--- config.mk ---
export PLATFORM = sky130hd
export DESIGN_NAME = rv_decode_stage_flat
export DESIGN_NICKNAME = d
export VERILOG_FILES = /design/src/rtl/rv_decode_stage_pkg.sv /design/src/rtl/rv_decode_stage_if.sv /design/src/rtl/rv_decode_stage_comb.sv /design/src/rtl/rv_decode_stage.sv /design/src/flat_wrapper.sv
export SDC_FILE = /design/constraint.sdc
export NUM_CORES = 1
export LEC_CHECK = 0
export CORE_UTILIZATION = 47
export DETAILED_ROUTE_END_ITERATION = 12
export PLACE_DENSITY_LB_ADDON = 0.2
export SYNTH_ARGS = -nofsm -noshare
export SYNTH_HDL_FRONTEND = slang
export SYNTH_SLANG_ARGS = --single-unit
export TNS_END_PERCENT = 5
--- constraint.sdc ---
create_clock -name clk -period 4.5 [get_ports clk]
set_clock_uncertainty 0.05 [all_clocks]
set_input_delay 0.675 -clock clk [delete_from_list [all_inputs] [get_ports clk]]
set_output_delay 0.675 -clock clk [all_outputs]
set_load 0.03 [all_outputs]
--- src/rtl/rv_decode_stage_pkg.sv ---
// Shared types for the RV32I decode stage: ALU/memory encodings, opcodes and
// the decoded bundle carried from decode into execute.
package rv_pkg;

    // Wide enough for any supported XLEN; the stage keeps the low XLEN bits.
    localparam int XLEN_MAX = 64;

    localparam logic [6:0] OP_LUI    = 7'b0110111;
    localparam logic [6:0] OP_AUIPC  = 7'b0010111;
    localparam logic [6:0] OP_JAL    = 7'b1101111;
    localparam logic [6:0] OP_JALR   = 7'b1100111;
    localparam logic [6:0] OP_BRANCH = 7'b1100011;
    localparam logic [6:0] OP_LOAD   = 7'b0000011;
    localparam logic [6:0] OP_STORE  = 7'b0100011;
    localparam logic [6:0] OP_IMM    = 7'b0010011;
    localparam logic [6:0] OP_OP     = 7'b0110011;

    typedef enum logic [3:0] {
        ALU_ADD  = 4'b0000,
        ALU_SLL  = 4'b0001,
        ALU_SUB  = 4'b0010,
        ALU_XOR  = 4'b0011,
        ALU_SRL  = 4'b0100,
        ALU_SRA  = 4'b0101,
        ALU_OR   = 4'b0110,
        ALU_AND  = 4'b0111,
        ALU_SLT  = 4'b1011,
        ALU_SLTU = 4'b1100
    } alu_ops_t;

    typedef enum logic [1:0] {
        MEM_BYTE = 2'b00,
        MEM_HALF = 2'b01,
        MEM_WORD = 2'b10
    } memsize_t;

    typedef struct packed {
        logic [XLEN_MAX-1:0] pc;
        logic [4:0]          rs1;
        logic [4:0]          rs2;
        logic [4:0]          rd;
        logic [XLEN_MAX-1:0] imm;
        alu_ops_t            aluop;
        logic [1:0]          alusrc;
        logic                regwrite;
        logic                memtoreg;
        logic                memread;
        logic                memwrite;
        logic                branch;
        logic                jump;
        memsize_t            memsize;
        logic                memunsigned;
        logic [2:0]          brfunct3;
        logic                illegal;
    } decode_bundle_t;

    function automatic decode_bundle_t reset_bundle(input logic [XLEN_MAX-1:0] pc);
        decode_bundle_t b;
        b         = '0;
        b.pc      = pc;
        b.aluop   = ALU_ADD;
        b.memsize = MEM_WORD;
        return b;
    endfunction

endpackage

--- src/rtl/rv_decode_stage_if.sv ---
// Fetch-side, execute-side and interlock signals of the decode stage; the
// stage itself uses the slave view.
interface rv_decode_stage_if #(
    parameter int XLEN    = 32,
    parameter int ALUOP_W = 4
);
    logic               in_valid;
    logic               in_ready;
    logic [31:0]        in_instr;
    logic [XLEN-1:0]    in_pc;
    logic               flush;
    logic               ex_load_valid;
    logic [4:0]         ex_load_rd;
    logic               out_valid;
    logic               out_ready;
    logic [XLEN-1:0]    out_pc;
    logic [4:0]         out_rs1;
    logic [4:0]         out_rs2;
    logic [4:0]         out_rd;
    logic [XLEN-1:0]    out_imm;
    logic [ALUOP_W-1:0] out_aluop;
    logic [1:0]         out_alusrc;
    logic               out_regwrite;
    logic               out_memtoreg;
    logic               out_memread;
    logic               out_memwrite;
    logic               out_branch;
    logic               out_jump;
    logic [1:0]         out_memsize;
    logic               out_memunsigned;
    logic [2:0]         out_brfunct3;
    logic               out_illegal;

    modport master (
        output in_valid, in_instr, in_pc, flush, ex_load_valid, ex_load_rd, out_ready,
        input  in_ready, out_valid, out_pc, out_rs1, out_rs2, out_rd, out_imm, out_aluop,
               out_alusrc, out_regwrite, out_memtoreg, out_memread, out_memwrite,
               out_branch, out_jump, out_memsize, out_memunsigned, out_brfunct3, out_illegal
    );

    modport slave (
        input  in_valid, in_instr, in_pc, flush, ex_load_valid, ex_load_rd, out_ready,
        output in_ready, out_valid, out_pc, out_rs1, out_rs2, out_rd, out_imm, out_aluop,
               out_alusrc, out_regwrite, out_memtoreg, out_memread, out_memwrite,
               out_branch, out_jump, out_memsize, out_memunsigned, out_brfunct3, out_illegal
    );

endinterface

--- src/rtl/rv_decode_stage_comb.sv ---
// Purely combinational RV32I decoder: raw instruction to decoded bundle, plus
// which source registers the instruction actually reads.
module rv_decode_comb
    import rv_pkg::*;
(
    input  logic [31:0]         instr,
    input  logic [XLEN_MAX-1:0] pc,
    output decode_bundle_t      dec,
    output logic                rs1_used,
    output logic                rs2_used
);

    logic [6:0] opcode;
    logic [6:0] funct7;
    logic [2:0] funct3;
    logic [XLEN_MAX-1:0] imm_i, imm_s, imm_b, imm_u, imm_j;

    assign opcode = instr[6:0];
    assign funct3 = instr[14:12];
    assign funct7 = instr[31:25];

    assign imm_i = {{52{instr[31]}}, instr[31:20]};
    assign imm_s = {{52{instr[31]}}, instr[31:25], instr[11:7]};
    assign imm_b = {{51{instr[31]}}, instr[31], instr[7], instr[30:25], instr[11:8], 1'b0};
    assign imm_u = {{32{instr[31]}}, instr[31:12], 12'b0};
    assign imm_j = {{43{instr[31]}}, instr[31], instr[19:12], instr[20], instr[30:21], 1'b0};

    always_comb begin
        dec         = '0;
        dec.pc      = pc;
        dec.rs1     = instr[19:15];
        dec.rs2     = instr[24:20];
        dec.rd      = instr[11:7];
        dec.aluop   = ALU_ADD;
        dec.memsize = MEM_WORD;
        rs1_used    = 1'b1;
        rs2_used    = 1'b0;

        case (opcode)
            OP_OP: begin
                rs2_used     = 1'b1;
                dec.regwrite = 1'b1;
                case ({funct7, funct3})
                    {7'b0000000, 3'b000}: dec.aluop = ALU_ADD;
                    {7'b0100000, 3'b000}: dec.aluop = ALU_SUB;
                    {7'b0000000, 3'b001}: dec.aluop = ALU_SLL;
                    {7'b0000000, 3'b010}: dec.aluop = ALU_SLT;
                    {7'b0000000, 3'b011}: dec.aluop = ALU_SLTU;
                    {7'b0000000, 3'b100}: dec.aluop = ALU_XOR;
                    {7'b0000000, 3'b101}: dec.aluop = ALU_SRL;
                    {7'b0100000, 3'b101}: dec.aluop = ALU_SRA;
                    {7'b0000000, 3'b110}: dec.aluop = ALU_OR;
                    {7'b0000000, 3'b111}: dec.aluop = ALU_AND;
                    default:              dec.illegal = 1'b1;
                endcase
            end
            OP_IMM: begin
                dec.regwrite = 1'b1;
                dec.alusrc   = 2'b01;
                dec.imm      = imm_i;
                case (funct3)
                    3'b000: dec.aluop = ALU_ADD;
                    3'b010: dec.aluop = ALU_SLT;
                    3'b011: dec.aluop = ALU_SLTU;
                    3'b100: dec.aluop = ALU_XOR;
                    3'b110: dec.aluop = ALU_OR;
                    3'b111: dec.aluop = ALU_AND;
                    3'b001: begin
                        dec.aluop   = ALU_SLL;
                        dec.illegal = (funct7 != 7'b0000000);
                    end
                    default: begin
                        // funct3 101: funct7 selects logical vs arithmetic shift
                        if (funct7 == 7'b0000000)      dec.aluop = ALU_SRL;
                        else if (funct7 == 7'b0100000) dec.aluop = ALU_SRA;
                        else                           dec.illegal = 1'b1;
                    end
                endcase
            end
            OP_LOAD: begin
                dec.regwrite = 1'b1;
                dec.memread  = 1'b1;
                dec.memtoreg = 1'b1;
                dec.alusrc   = 2'b01;
                dec.imm      = imm_i;
                case (funct3)
                    3'b000:  dec.memsize = MEM_BYTE;
                    3'b001:  dec.memsize = MEM_HALF;
                    3'b010:  dec.memsize = MEM_WORD;
                    3'b100: begin dec.memsize = MEM_BYTE; dec.memunsigned = 1'b1; end
                    3'b101: begin dec.memsize = MEM_HALF; dec.memunsigned = 1'b1; end
                    default: dec.illegal = 1'b1;
                endcase
            end
            OP_STORE: begin
                rs2_used     = 1'b1;
                dec.memwrite = 1'b1;
                dec.alusrc   = 2'b01;
                dec.imm      = imm_s;
                case (funct3)
                    3'b000:  dec.memsize = MEM_BYTE;
                    3'b001:  dec.memsize = MEM_HALF;
                    3'b010:  dec.memsize = MEM_WORD;
                    default: dec.illegal = 1'b1;
                endcase
            end
            OP_BRANCH: begin
                rs2_used     = 1'b1;
                dec.branch   = 1'b1;
                dec.aluop    = ALU_SUB;
                dec.brfunct3 = funct3;
                dec.imm      = imm_b;
                dec.illegal  = (funct3 == 3'b010) || (funct3 == 3'b011);
            end
            OP_JAL: begin
                rs1_used     = 1'b0;
                dec.jump     = 1'b1;
                dec.regwrite = 1'b1;
                dec.imm      = imm_j;
            end
            OP_JALR: begin
                dec.jump     = 1'b1;
                dec.regwrite = 1'b1;
                dec.alusrc   = 2'b01;
                dec.imm      = imm_i;
                dec.illegal  = (funct3 != 3'b000);
            end
            OP_LUI, OP_AUIPC: begin
                rs1_used     = 1'b0;
                dec.regwrite = 1'b1;
                dec.alusrc   = 2'b10;
                dec.imm      = imm_u;
            end
            default: dec.illegal = 1'b1;
        endcase

        // An illegal bundle must not disturb architectural or memory state.
        if (dec.illegal) begin
            dec.regwrite = 1'b0;
            dec.memtoreg = 1'b0;
            dec.memread  = 1'b0;
            dec.memwrite = 1'b0;
            dec.branch   = 1'b0;
            dec.jump     = 1'b0;
        end
        if (dec.rd == 5'd0) dec.regwrite = 1'b0;
    end

endmodule

--- src/rtl/rv_decode_stage.sv ---
// Registered RV32I decode stage: one-entry output register with valid/ready on
// both sides, load-use interlock and branch-redirect flush.
module rv_decode_stage
    import rv_pkg::*;
#(
    parameter int              XLEN      = 32,
    parameter int              ALUOP_W   = 4,
    parameter int              HAZARD_EN = 1,
    parameter logic [XLEN-1:0] RESET_PC  = '0
) (
    input logic           clk,
    input logic           reset,
    rv_decode_stage_if.slave bus
);

    decode_bundle_t dec;
    decode_bundle_t q;
    logic           out_valid_q;
    logic           rs1_used;
    logic           rs2_used;
    logic           hazard;
    logic           accept;
    logic           unused_bits;

    rv_decode_comb u_decode (
        .instr    (bus.in_instr),
        .pc       (XLEN_MAX'(bus.in_pc)),
        .dec      (dec),
        .rs1_used (rs1_used),
        .rs2_used (rs2_used)
    );

    // Load-use: the instruction at the input reads a register still being loaded.
    always_comb begin
        hazard = (HAZARD_EN != 0) && bus.ex_load_valid && (bus.ex_load_rd != 5'd0) &&
                 ((rs1_used && (bus.ex_load_rd == dec.rs1)) ||
                  (rs2_used && (bus.ex_load_rd == dec.rs2)));
    end

    assign bus.in_ready = (~out_valid_q | bus.out_ready) & ~hazard & ~reset;
    assign accept       = bus.in_valid & bus.in_ready & ~bus.flush;

    always_ff @(posedge clk) begin
        if (reset) begin
            out_valid_q <= 1'b0;
            q           <= reset_bundle(XLEN_MAX'(RESET_PC));
        end else if (bus.flush) begin
            out_valid_q <= 1'b0;
        end else if (accept) begin
            out_valid_q <= 1'b1;
            q           <= dec;
        end else if (bus.out_ready) begin
            out_valid_q <= 1'b0;
        end
    end

    assign bus.out_valid       = out_valid_q;
    assign bus.out_pc          = q.pc[XLEN-1:0];
    assign bus.out_rs1         = q.rs1;
    assign bus.out_rs2         = q.rs2;
    assign bus.out_rd          = q.rd;
    assign bus.out_imm         = q.imm[XLEN-1:0];
    assign bus.out_aluop       = ALUOP_W'(q.aluop);
    assign bus.out_alusrc      = q.alusrc;
    assign bus.out_regwrite    = q.regwrite;
    assign bus.out_memtoreg    = q.memtoreg;
    assign bus.out_memread     = q.memread;
    assign bus.out_memwrite    = q.memwrite;
    assign bus.out_branch      = q.branch;
    assign bus.out_jump        = q.jump;
    assign bus.out_memsize     = q.memsize;
    assign bus.out_memunsigned = q.memunsigned;
    assign bus.out_brfunct3    = q.brfunct3;
    assign bus.out_illegal     = q.illegal;

    // Upper pc/imm bits beyond XLEN are carried in the shared bundle but unused.
    assign unused_bits = ^{q.pc, q.imm};

endmodule

--- src/flat_wrapper.sv ---
// flat-port wrapper written by rule: the top's interface ports become plain ports
module rv_decode_stage_flat import rv_pkg::*;
#(
    parameter int              XLEN      = 32,
    parameter int              ALUOP_W   = 4,
    parameter int              HAZARD_EN = 1,
    parameter logic [XLEN-1:0] RESET_PC  = '0
)
  (clk, reset, bus_in_valid, bus_in_instr, bus_in_pc, bus_flush, bus_ex_load_valid, bus_ex_load_rd, bus_out_ready, bus_in_ready, bus_out_valid, bus_out_pc, bus_out_rs1, bus_out_rs2, bus_out_rd, bus_out_imm, bus_out_aluop, bus_out_alusrc, bus_out_regwrite, bus_out_memtoreg, bus_out_memread, bus_out_memwrite, bus_out_branch, bus_out_jump, bus_out_memsize, bus_out_memunsigned, bus_out_brfunct3, bus_out_illegal);
  rv_decode_stage_if #(.XLEN(XLEN), .ALUOP_W(ALUOP_W)) bus_i ();
  input logic clk;
  input logic reset;
  input wire logic [$bits(bus_i.in_valid)-1:0] bus_in_valid;
  input wire logic [$bits(bus_i.in_instr)-1:0] bus_in_instr;
  input wire logic [$bits(bus_i.in_pc)-1:0] bus_in_pc;
  input wire logic [$bits(bus_i.flush)-1:0] bus_flush;
  input wire logic [$bits(bus_i.ex_load_valid)-1:0] bus_ex_load_valid;
  input wire logic [$bits(bus_i.ex_load_rd)-1:0] bus_ex_load_rd;
  input wire logic [$bits(bus_i.out_ready)-1:0] bus_out_ready;
  output wire logic [$bits(bus_i.in_ready)-1:0] bus_in_ready;
  output wire logic [$bits(bus_i.out_valid)-1:0] bus_out_valid;
  output wire logic [$bits(bus_i.out_pc)-1:0] bus_out_pc;
  output wire logic [$bits(bus_i.out_rs1)-1:0] bus_out_rs1;
  output wire logic [$bits(bus_i.out_rs2)-1:0] bus_out_rs2;
  output wire logic [$bits(bus_i.out_rd)-1:0] bus_out_rd;
  output wire logic [$bits(bus_i.out_imm)-1:0] bus_out_imm;
  output wire logic [$bits(bus_i.out_aluop)-1:0] bus_out_aluop;
  output wire logic [$bits(bus_i.out_alusrc)-1:0] bus_out_alusrc;
  output wire logic [$bits(bus_i.out_regwrite)-1:0] bus_out_regwrite;
  output wire logic [$bits(bus_i.out_memtoreg)-1:0] bus_out_memtoreg;
  output wire logic [$bits(bus_i.out_memread)-1:0] bus_out_memread;
  output wire logic [$bits(bus_i.out_memwrite)-1:0] bus_out_memwrite;
  output wire logic [$bits(bus_i.out_branch)-1:0] bus_out_branch;
  output wire logic [$bits(bus_i.out_jump)-1:0] bus_out_jump;
  output wire logic [$bits(bus_i.out_memsize)-1:0] bus_out_memsize;
  output wire logic [$bits(bus_i.out_memunsigned)-1:0] bus_out_memunsigned;
  output wire logic [$bits(bus_i.out_brfunct3)-1:0] bus_out_brfunct3;
  output wire logic [$bits(bus_i.out_illegal)-1:0] bus_out_illegal;
  assign bus_i.in_valid = bus_in_valid;
  assign bus_i.in_instr = bus_in_instr;
  assign bus_i.in_pc = bus_in_pc;
  assign bus_i.flush = bus_flush;
  assign bus_i.ex_load_valid = bus_ex_load_valid;
  assign bus_i.ex_load_rd = bus_ex_load_rd;
  assign bus_i.out_ready = bus_out_ready;
  assign bus_in_ready = bus_i.in_ready;
  assign bus_out_valid = bus_i.out_valid;
  assign bus_out_pc = bus_i.out_pc;
  assign bus_out_rs1 = bus_i.out_rs1;
  assign bus_out_rs2 = bus_i.out_rs2;
  assign bus_out_rd = bus_i.out_rd;
  assign bus_out_imm = bus_i.out_imm;
  assign bus_out_aluop = bus_i.out_aluop;
  assign bus_out_alusrc = bus_i.out_alusrc;
  assign bus_out_regwrite = bus_i.out_regwrite;
  assign bus_out_memtoreg = bus_i.out_memtoreg;
  assign bus_out_memread = bus_i.out_memread;
  assign bus_out_memwrite = bus_i.out_memwrite;
  assign bus_out_branch = bus_i.out_branch;
  assign bus_out_jump = bus_i.out_jump;
  assign bus_out_memsize = bus_i.out_memsize;
  assign bus_out_memunsigned = bus_i.out_memunsigned;
  assign bus_out_brfunct3 = bus_i.out_brfunct3;
  assign bus_out_illegal = bus_i.out_illegal;
  rv_decode_stage #(.XLEN(XLEN), .ALUOP_W(ALUOP_W), .HAZARD_EN(HAZARD_EN), .RESET_PC(RESET_PC)) u_core (.clk(clk), .reset(reset), .bus(bus_i));
endmodule
* After elaboration in Yosys (flattened, before gate mapping)
Cells that the tools add are included.
** Storage, ports and cells
- Register bits after elaboration :: 99
- Input port bits :: 75
- Output and inout port bits :: 100
- Logic and storage cells :: 116
** Operators by class
- Eq/ne operators :: 28
- Mux-type cells :: 31
- Bitwise gates (word level) :: 9
- Reduce and logical (&&, ||, !) cells :: 30
** Operators with widths (number)
- 32-bit case mux with 5 select lines :: 1
- 10-bit by 3-bit equality test with 1-bit output (second input constant) :: 4
- 4-bit case mux with 9 select lines :: 1
- 7-bit by 6-bit equality test with 1-bit output (second input constant) :: 4
- 4-bit case mux with 7 select lines :: 1
- 7-bit equality test (second input constant) :: 3
- 10-bit by 2-bit equality test with 1-bit output (second input constant) :: 2
- 10-bit by 9-bit equality test with 1-bit output (second input constant) :: 2
- 1-bit 2-to-1 mux :: 16
- 2-bit case mux with 2 select lines :: 4
- 7-bit by 5-bit equality test with 1-bit output (second input constant) :: 2
- 3-bit equality test (second input constant) :: 4
- 4-bit case mux with 3 select lines :: 1
- 2-bit OR reduction :: 6
- 3-bit OR reduction :: 4
- 10-bit by 1-bit equality test with 1-bit output (second input constant) :: 1
- 5-bit equality test :: 2
- 10-bit logical NOT :: 1
- 10-bit OR reduction :: 1
- 7-bit by 2-bit equality test with 1-bit output (second input constant) :: 1
- 7-bit logical NOT :: 1
- 1-bit case mux with 7 select lines :: 1
- 7-bit nonzero test :: 1
- 7-bit OR reduction :: 1
- other kinds (21) :: 33

* Depth between registers and ports, before layout
Gate-level depths: netlist (run 1).
- Depth in word-level cells :: 12
- Mapped depth :: 9
- Depth with buffers taken out :: 6

* Cells and area by module
A second synthesis (run 1) with hierarchy kept.
** Second synthesis, totals
- Cell total of the unflattened synthesis :: 578
- Area total of the unflattened synthesis :: 5841.9 µm²
** Modules (own cells, without submodules)
- rv_decode_stage :: times used 1, cells an instance 343, area an instance 4113.9 µm², seq. area each 1981.9 µm²
- rv_decode_comb :: times used 1, cells an instance 235, area an instance 1727.9 µm², seq. area each 0.0 µm²

* Worst setup path after synthesis (run 1)
OpenSTA, ideal clock, no wires.
- Path kind :: input-to-output
- Start :: in bus_ex_load_rd[1]
- End :: out bus_in_ready
- Arrival :: 2.523 ns
- Required time :: 3.775 ns
- Setup slack :: 1.252 ns
- Cell stages on the path :: 4
- Buffers on the path :: 0
- Path through :: or4_1 -> o21ai_1 -> nor4_1 -> nor4b_1
** Between the ends
- Word-level cells in the longest chain between the ends :: 7
- Elaborated cells on any way between the ends :: 11
- Classes of those cells :: eq/ne (2); bitwise (3); reduce/logical (6)
** RTL lines
- start, declared :: RTL line flat_wrapper.sv:18 : input wire logic [$bits(bus_i.ex_load_rd)-1:0] bus_ex_load_rd;
- 5-bit equality test, on equally long branches :: RTL line rv_decode_stage.sv:36, rv_decode_stage.sv:37
- 1-bit logical AND, on equally long branches :: RTL line rv_decode_stage.sv:36, rv_decode_stage.sv:37
- 1-bit logical OR :: RTL line rv_decode_stage.sv:36 : ((rs1_used && (bus.ex_load_rd == dec.rs1)) ||
- 1-bit logical AND * :: RTL line rv_decode_stage.sv:35 : hazard = (HAZARD_EN != 0) && bus.ex_load_valid && (bus.ex_load_rd != 5'd0) &&
- 1-bit inverter * :: RTL line rv_decode_stage.sv:40 : assign bus.in_ready = (~out_valid_q | bus.out_ready) & ~hazard & ~reset;
- 1-bit AND * (2 in a row) :: RTL line rv_decode_stage.sv:40
- end, declared :: RTL line flat_wrapper.sv:20 : output wire logic [$bits(bus_i.in_ready)-1:0] bus_in_ready;
Every way passes the cells marked *; elsewhere a longest branch is shown, timed or not.

* Worst setup path in the final report (run 1)
- Start :: in bus_in_instr[3]
- End :: out bus_in_ready
** Between the ends
- Word-level cells in the longest chain between the ends :: 9
- Elaborated cells on any way between the ends :: 17
- Classes of those cells :: eq/ne (6); mux (2); bitwise (3); reduce/logical (6)
** RTL lines
- start, declared :: RTL line flat_wrapper.sv:14 : input wire logic [$bits(bus_i.in_instr)-1:0] bus_in_instr;
- 7-bit by 6-bit equality test with 1-bit output, or another cell as far along :: RTL line rv_decode_stage_comb.sv:39 : case (opcode)
- 3-bit OR reduction (no source line)
- 1-bit 2-to-1 mux :: RTL line rv_decode_stage_comb.sv:39
- 1-bit logical AND, on equally long branches :: RTL line rv_decode_stage.sv:36, rv_decode_stage.sv:37
- 1-bit logical OR * :: RTL line rv_decode_stage.sv:36
- 1-bit logical AND * :: RTL line rv_decode_stage.sv:35
- 1-bit inverter * :: RTL line rv_decode_stage.sv:40
- 1-bit AND * (2 in a row) :: RTL line rv_decode_stage.sv:40
Marks and branches as above.

==> results of run 1 <==
Yosys cell counts (6+ instances only):
cell type,instances
dfxtp_1,98
xnor2_1,12
buf_6,6
nor2_1,97
nand2_1,24
mux2i_1,57
nand3_1,14
a211oi_1,10
nand2b_1,15
o21ai_0,8
a211oi_2,7
a21oi_1,26
inv_1,7
a311oi_1,13
clkbuf_1,22
cells by family (layout without fill, tap and decap cells):
logic type	Yosys count	count (layout)	synth area share, %
and+or+nand+nor	183	183	19.66
DFF	98	98	44.48
AOI/OAI and AO/OA	88	88	14.58
muxes	57	57	12.94
buffers and inverters	46	203	5.503
xor gates and xnor gates	12	12	2.383
adders and majority gates	1	1	0.4539
cell usage in the layout, fill, tap and decap left out, drive strengths merged, types with 2 or more instances in the layout:
| cell | count |
|---|---|
| a211oi | 17 |
| a21oi | 27 |
| a22oi | 5 |
| a311oi | 13 |
| and2 | 2 |
| buf | 7 |
| clkbuf | 9 |
| clkdlybuf4s50 | 173 |
| clkinvlp | 2 |
| dfxtp | 98 |
| inv | 10 |
| mux2i | 57 |
| nand2 | 24 |
| nand2b | 15 |
| nand3 | 14 |
| nand4 | 4 |
| nor2 | 97 |
| nor2b | 2 |
| nor3 | 4 |
| nor4 | 5 |
| nor4b | 4 |
| o2111a | 2 |
| o211ai | 3 |
| o21a | 2 |
| o21ai | 10 |
| o22ai | 2 |
| or2 | 2 |
| or3 | 2 |
| or4 | 2 |
| xnor2 | 12 |
worst max-delay path: stages:
cell and delay [ps]:
clkdlybuf4s50_1 580, or3b_4 500, a21oi_4 290, nor4_1 150, nor4b_1 350, clkdlybuf4s50_1 760
per-layer routing:
layer | wire, um | part of all wire [%] | global-route usage, %
met2 | 5835 | 47 | 42.33
met1 | 5448 | 44 | 31.96
met3 | 850 | 6.9 | 6.028
met5 | 0 | 0 | 0
met4 | 257 | 2.1 | 9.414
power by group:
part           internal, W  total [W]  leakage (nW)  switching [W]
clock network     0.000268   0.000598        0.0999       0.000331
logic             0.000158   0.000335          1.24       0.000177
registers         0.000894   0.000908         0.796      0.0000140
sequential cells by signal (all words and copies together) (netlist names):
| name | count |
|---|---|
| u_core.bus.out_branch | 1 |
| u_core.bus.out_rs1 | 5 |
| u_core.bus.out_rd | 5 |
| u_core.bus.out_regwrite | 1 |
| u_core.bus.out_jump | 1 |
| u_core.bus.out_aluop | 4 |
| u_core.bus.out_pc | 32 |
| u_core.bus.out_valid | 1 |
| u_core.bus.out_rs2 | 5 |
| u_core.bus.out_imm | 32 |
| u_core.bus.out_brfunct3 | 3 |
| u_core.bus.out_memunsigned | 1 |
| u_core.bus.out_illegal | 1 |
| u_core.bus.out_memsize | 2 |
| u_core.bus.out_memwrite | 1 |
| u_core.bus.out_memread | 1 |
| u_core.bus.out_alusrc | 2 |
per-stage QoR:
step | instances | cell area (um2) | power, W | worst slack (ps) | hold slack, ps
CTS | 750 | 6360 | 0.001852 | 526.5 | 422.1
detailed placement | 734 | 6151 | 0.001261 | 543.7 | 406.9
global placement | 734 | 6151 | 0.001252 | 624.9 | 402.6
floorplan | 485 | 4410 | 0.001106 | 1252 | 543.2
global route | 750 | 6360 | 0.001920 | 336.9 | 453.1
finish | 750 | 6360 | 0.001842 | 461.0 | 419.4
cell type report:
cell class | count | area, um2
fillers | 701 | 2531
flip-flops and latches | 98 | 1962
clock buffers | 9 | 123.9
well taps | 108 | 135.1
clock inverters | 7 | 85.08
repair buffers | 180 | 1822
inverters | 7 | 26.28
multi-input cells | 341 | 2206
worst paths after layout:
check	from	to	slack [ps]
setup / recovery	bus_in_instr[3]	bus_in_ready	460
hold / removal	u_core.bus.out_imm[5]	u_core.bus.out_imm[5]	420
setup reg to reg	u_core.bus.out_valid	u_core.bus.out_pc[14]	2770
hold reg to reg	u_core.bus.out_imm[5]	u_core.bus.out_imm[5]	420
==> impl_metrics.toml, run 1 <==
[setup_path]
worstSetupPathType = "input port to output port"
cp.arrival_ps = 3310
critPathMaxFanout = 9
cp.required_ps = 3770
end_kind = "output port"
cp-start-kind = "input port"
reg2reg_depth = 6

[clock_network]
clockBufferDepth = 2
cts_setup_buffers = 0
cts_buffers = 9
hold_buffers = 0
path_clk_slew_ps = 90
clk_latency_ps = 360
h-tree-depth = 3
cts_resized = 0
cts.sink_count = 98
cts_tree = "done"
cts_root_buf = "clkbuf_8"

[run_status]
status = "complete, no violations"

[yosys]
syn_avg_cell_area_um2 = 9.094
ys_ff_latch = 98
async_flop_share_pct = 0
ys.warnings.count = 0
synth_cells = 485
synth_seq_area_share_pct = 44.48
ys_top_cells_by_area = "dfxtp_1 44%, mux2i_1 13%, nor2_1 8.3%"
synth_top_area_cell = "dfxtp_1"
synth_edf_count = 0
synth_area_um2 = 4410
synth_ff_type = "dfxtp_1"
syn_nets = 561
yosys.area.top_type_share_pct = 44.48
netlist-cell-type-count = 49

[die]
die_x_um = 98.87
fp-row-count = 34
initial_core_util_pct = 49.61
coreArea_um2 = 8891
fp.dieH_um = 98.87
dieArea_um2 = 9775
ios = 175

[hold_path]
holdPathStages = 2
worstHoldPathType = "flip-flop to flip-flop"

[routing]
post_drt_wl_per_cell_um = 16.52
avgViaCountPerCell = 5.465
drtIter0Drc = 208
dr_total_vias = 4099
drt_wl_total_um = 12390
firstDrtPassIters = 4
drc_errors = 0
ant_nets = 0

[sta]
fin_crit_ps = 4039
tightest_slew_ps = 1035
slew_headroom_pct = 31.02
fin_tns_setup_ps = 0
period_share_pct = 89.76
rsz0062_at_grt = "no"
finalHoldViolations = 0
setup_viol = 0
clock.fmax_mhz = 247.6
drv_slew = 0

[power_and_ir_drop]
ir_drop_mv = 0.1722
p_per_area_nw_per_um2 = 289.6
power.leakage_nw = 2.132

[grt]
grt_pass1_wl_um = 19820
grt-ovfl-total = 0
grt_antenna_before_repair = 0
gr-usage-all-layers_pct = 25.41
grt_max_degree = 99
grt_pass1_vias = 4010

[place]
portBuffers = 174
dp_hpwl_um = 8961
globalplace.congestion = 0.8619

[cells_and_area]
area_growth_pct = 44.20
final_util_pct = 71.53
nNetsFinal = 713
drive_gt1_share_pct = 5.607
diodes = 0

[run]
cap_violations = 0
Power figures use the tool's default switching activity.
==> inputs of run 2 (changes only) <==
CORE_UTILIZATION = 39   (was 47)
SKIP_CTS_REPAIR_TIMING = 1   (was unset)
clock period = 3.4 ns   (was 4.5 ns; I/O delays follow)
==> impl_metrics.toml, run 2 (same netlist as run 1, synthesis figures left out) <==
[run_status]
status = "complete, no violations"

[routing]
dr_total_vias = 4056
wl_met1_um = 5513
wl_met3_um = 1166
drc_errors = 0
met2WireLength_um = 5584
drt_wl_total_um = 12460
avgViaCountPerCell = 5.160
drtIter0Drc = 166
dr.max_layer_used = "met4"
post_drt_wl_per_cell_um = 15.85
firstDrtPassIters = 4
ant_nets = 0

[setup_path]
crit_path_end = "bus_in_ready"
critPathMaxFanout = 8
worstSetupPathType = "input port to output port"
r2r-start = "u_core.bus.out_valid"
cp-start-kind = "input port"
crit_path_start = "bus_in_instr[3]"
cp.required_ps = 2840
cp.arrival_ps = 2480
r2r_end = "u_core.bus.out_pc[7]"
reg2reg_depth = 6
r2r_setup_slack_ps = 1670
end_kind = "output port"

[grt]
grt-ovfl-total = 0
grt_antenna_before_repair = 0
grt_pass1_vias = 3886
gr-usage-all-layers_pct = 21.31
grt_max_degree = 92
grt_pass1_wl_um = 19380

[sta]
clock.fmax_mhz = 329.5
period_share_pct = 89.27
slew_headroom_pct = 33.21
tightest_slew_ps = 1002
fin_tns_setup_ps = 0
finalHoldViolations = 0
rsz0062_at_grt = "no"
worst_slack_ps = 364.8
setup_viol = 0
drv_slew = 0
fin_crit_ps = 3035
whs_ps = 370.6

[cells_and_area]
fin_area_um2 = 6525
mostFrequentLayoutCells = "172 x clkdlybuf4s50_1, 98 x dfxtp_1, 97 x nor2_1, 57 x mux2i_1, 26 x a21oi_1"
nNetsFinal = 717
drive_gt1_share_pct = 6.192
area_growth_pct = 47.94
diodes = 0
final_util_pct = 59.67
layout_commonest_cell = "clkdlybuf4s50_1"

[clock_network]
cts_root_buf = "clkbuf_16"
clk_latency_ps = 340
clockBufferDepth = 2
h-tree-depth = 3
cts_buffers = 9
cts_tree = "done"
cts.sink_count = 98
path_clk_slew_ps = 70

[place]
globalplace.congestion = 0.8297
dp_slack_ps = 332.2
place_area_um2 = 6206
dp_hpwl_um = 8895
portBuffers = 174

[power_and_ir_drop]
combPwrFrac_pct = 16.2
power.leakage_nw = 2.205
p_per_area_nw_per_um2 = 418.8
power.internal_w = 0.002040
pwr-share-seq_pct = 44.0
ir_drop_mv = 0.2996
p_sw_w = 0.0006924
power_frac_clock_pct = 39.9
swShare_pct = 25.34

[die]
coreArea_um2 = 10940
fp.dieH_um = 108.3
fp-row-count = 38
ios = 175
dieArea_um2 = 11740
die_x_um = 108.3
initial_core_util_pct = 40.33

[run]
cap_violations = 0

[hold_path]
min_from = "reset"
worstHoldPathType = "input port to flip-flop"
holdPathStages = 2
==> run 2: routing by layer <==
| layer | up-vias | global-route usage (%) |
|---|---|---|
| met5 | - | 0 |
| met4 | 0 | 7.529 |
| met3 | 18 | 7.474 |
| met2 | 150 | 33.76 |
| met1 | 1877 | 26.78 |
| li1 | 2011 | - |
==> run 2: power by group through the flow <==
stage,clock [W],sequential (W),combinational [W]
final,0.00109,0.00120,0.000442
after global routing,0.00116,0.00121,0.000471
after CTS,0.00112,0.00120,0.000443
after detailed placement,0,0.00123,0.000441
after global placement,0,0.00123,0.000435
after floorplan,0,0.00130,0.000166
==> run 2: area by class of cell <==
type	instances	area [um2]
multi-input cells	341	2206
fillers	974	4410
clock buffers	10	229.0
flip-flops and latches	98	1962
inverters	7	26.28
repair buffers	184	1837
well taps	140	175.2
clock inverters	6	90.09
==> run 2: critical path, stage by stage <==
cell and delay, ps:
clkdlybuf4s50_1 570, and4bb_2 440, nand3_1 80, nor4_1 510
nor4b_1 140, buf_4 210
==> run 2: through the flow <==
stage	std cells	power [W]
3_3_place_gp	770	0.001661
2_1_floorplan	485	0.001464
4_1_cts	786	0.002760
6_report	786	0.002733
5_1_grt	786	0.002833
3_5_place_dp	770	0.001669
==> run 2: how the worst min path moves through the flow <==
stage / to / slack (ps)
global route: u_core.bus.out_imm[23] / 380
global placement: u_core.bus.out_imm[31] / 410
CTS: u_core.bus.out_imm[21] / 360
detailed placement: u_core.bus.out_imm[10] / 410
finish: u_core.bus.out_imm[21] / 370
floorplan: u_core.bus.out_valid / 540
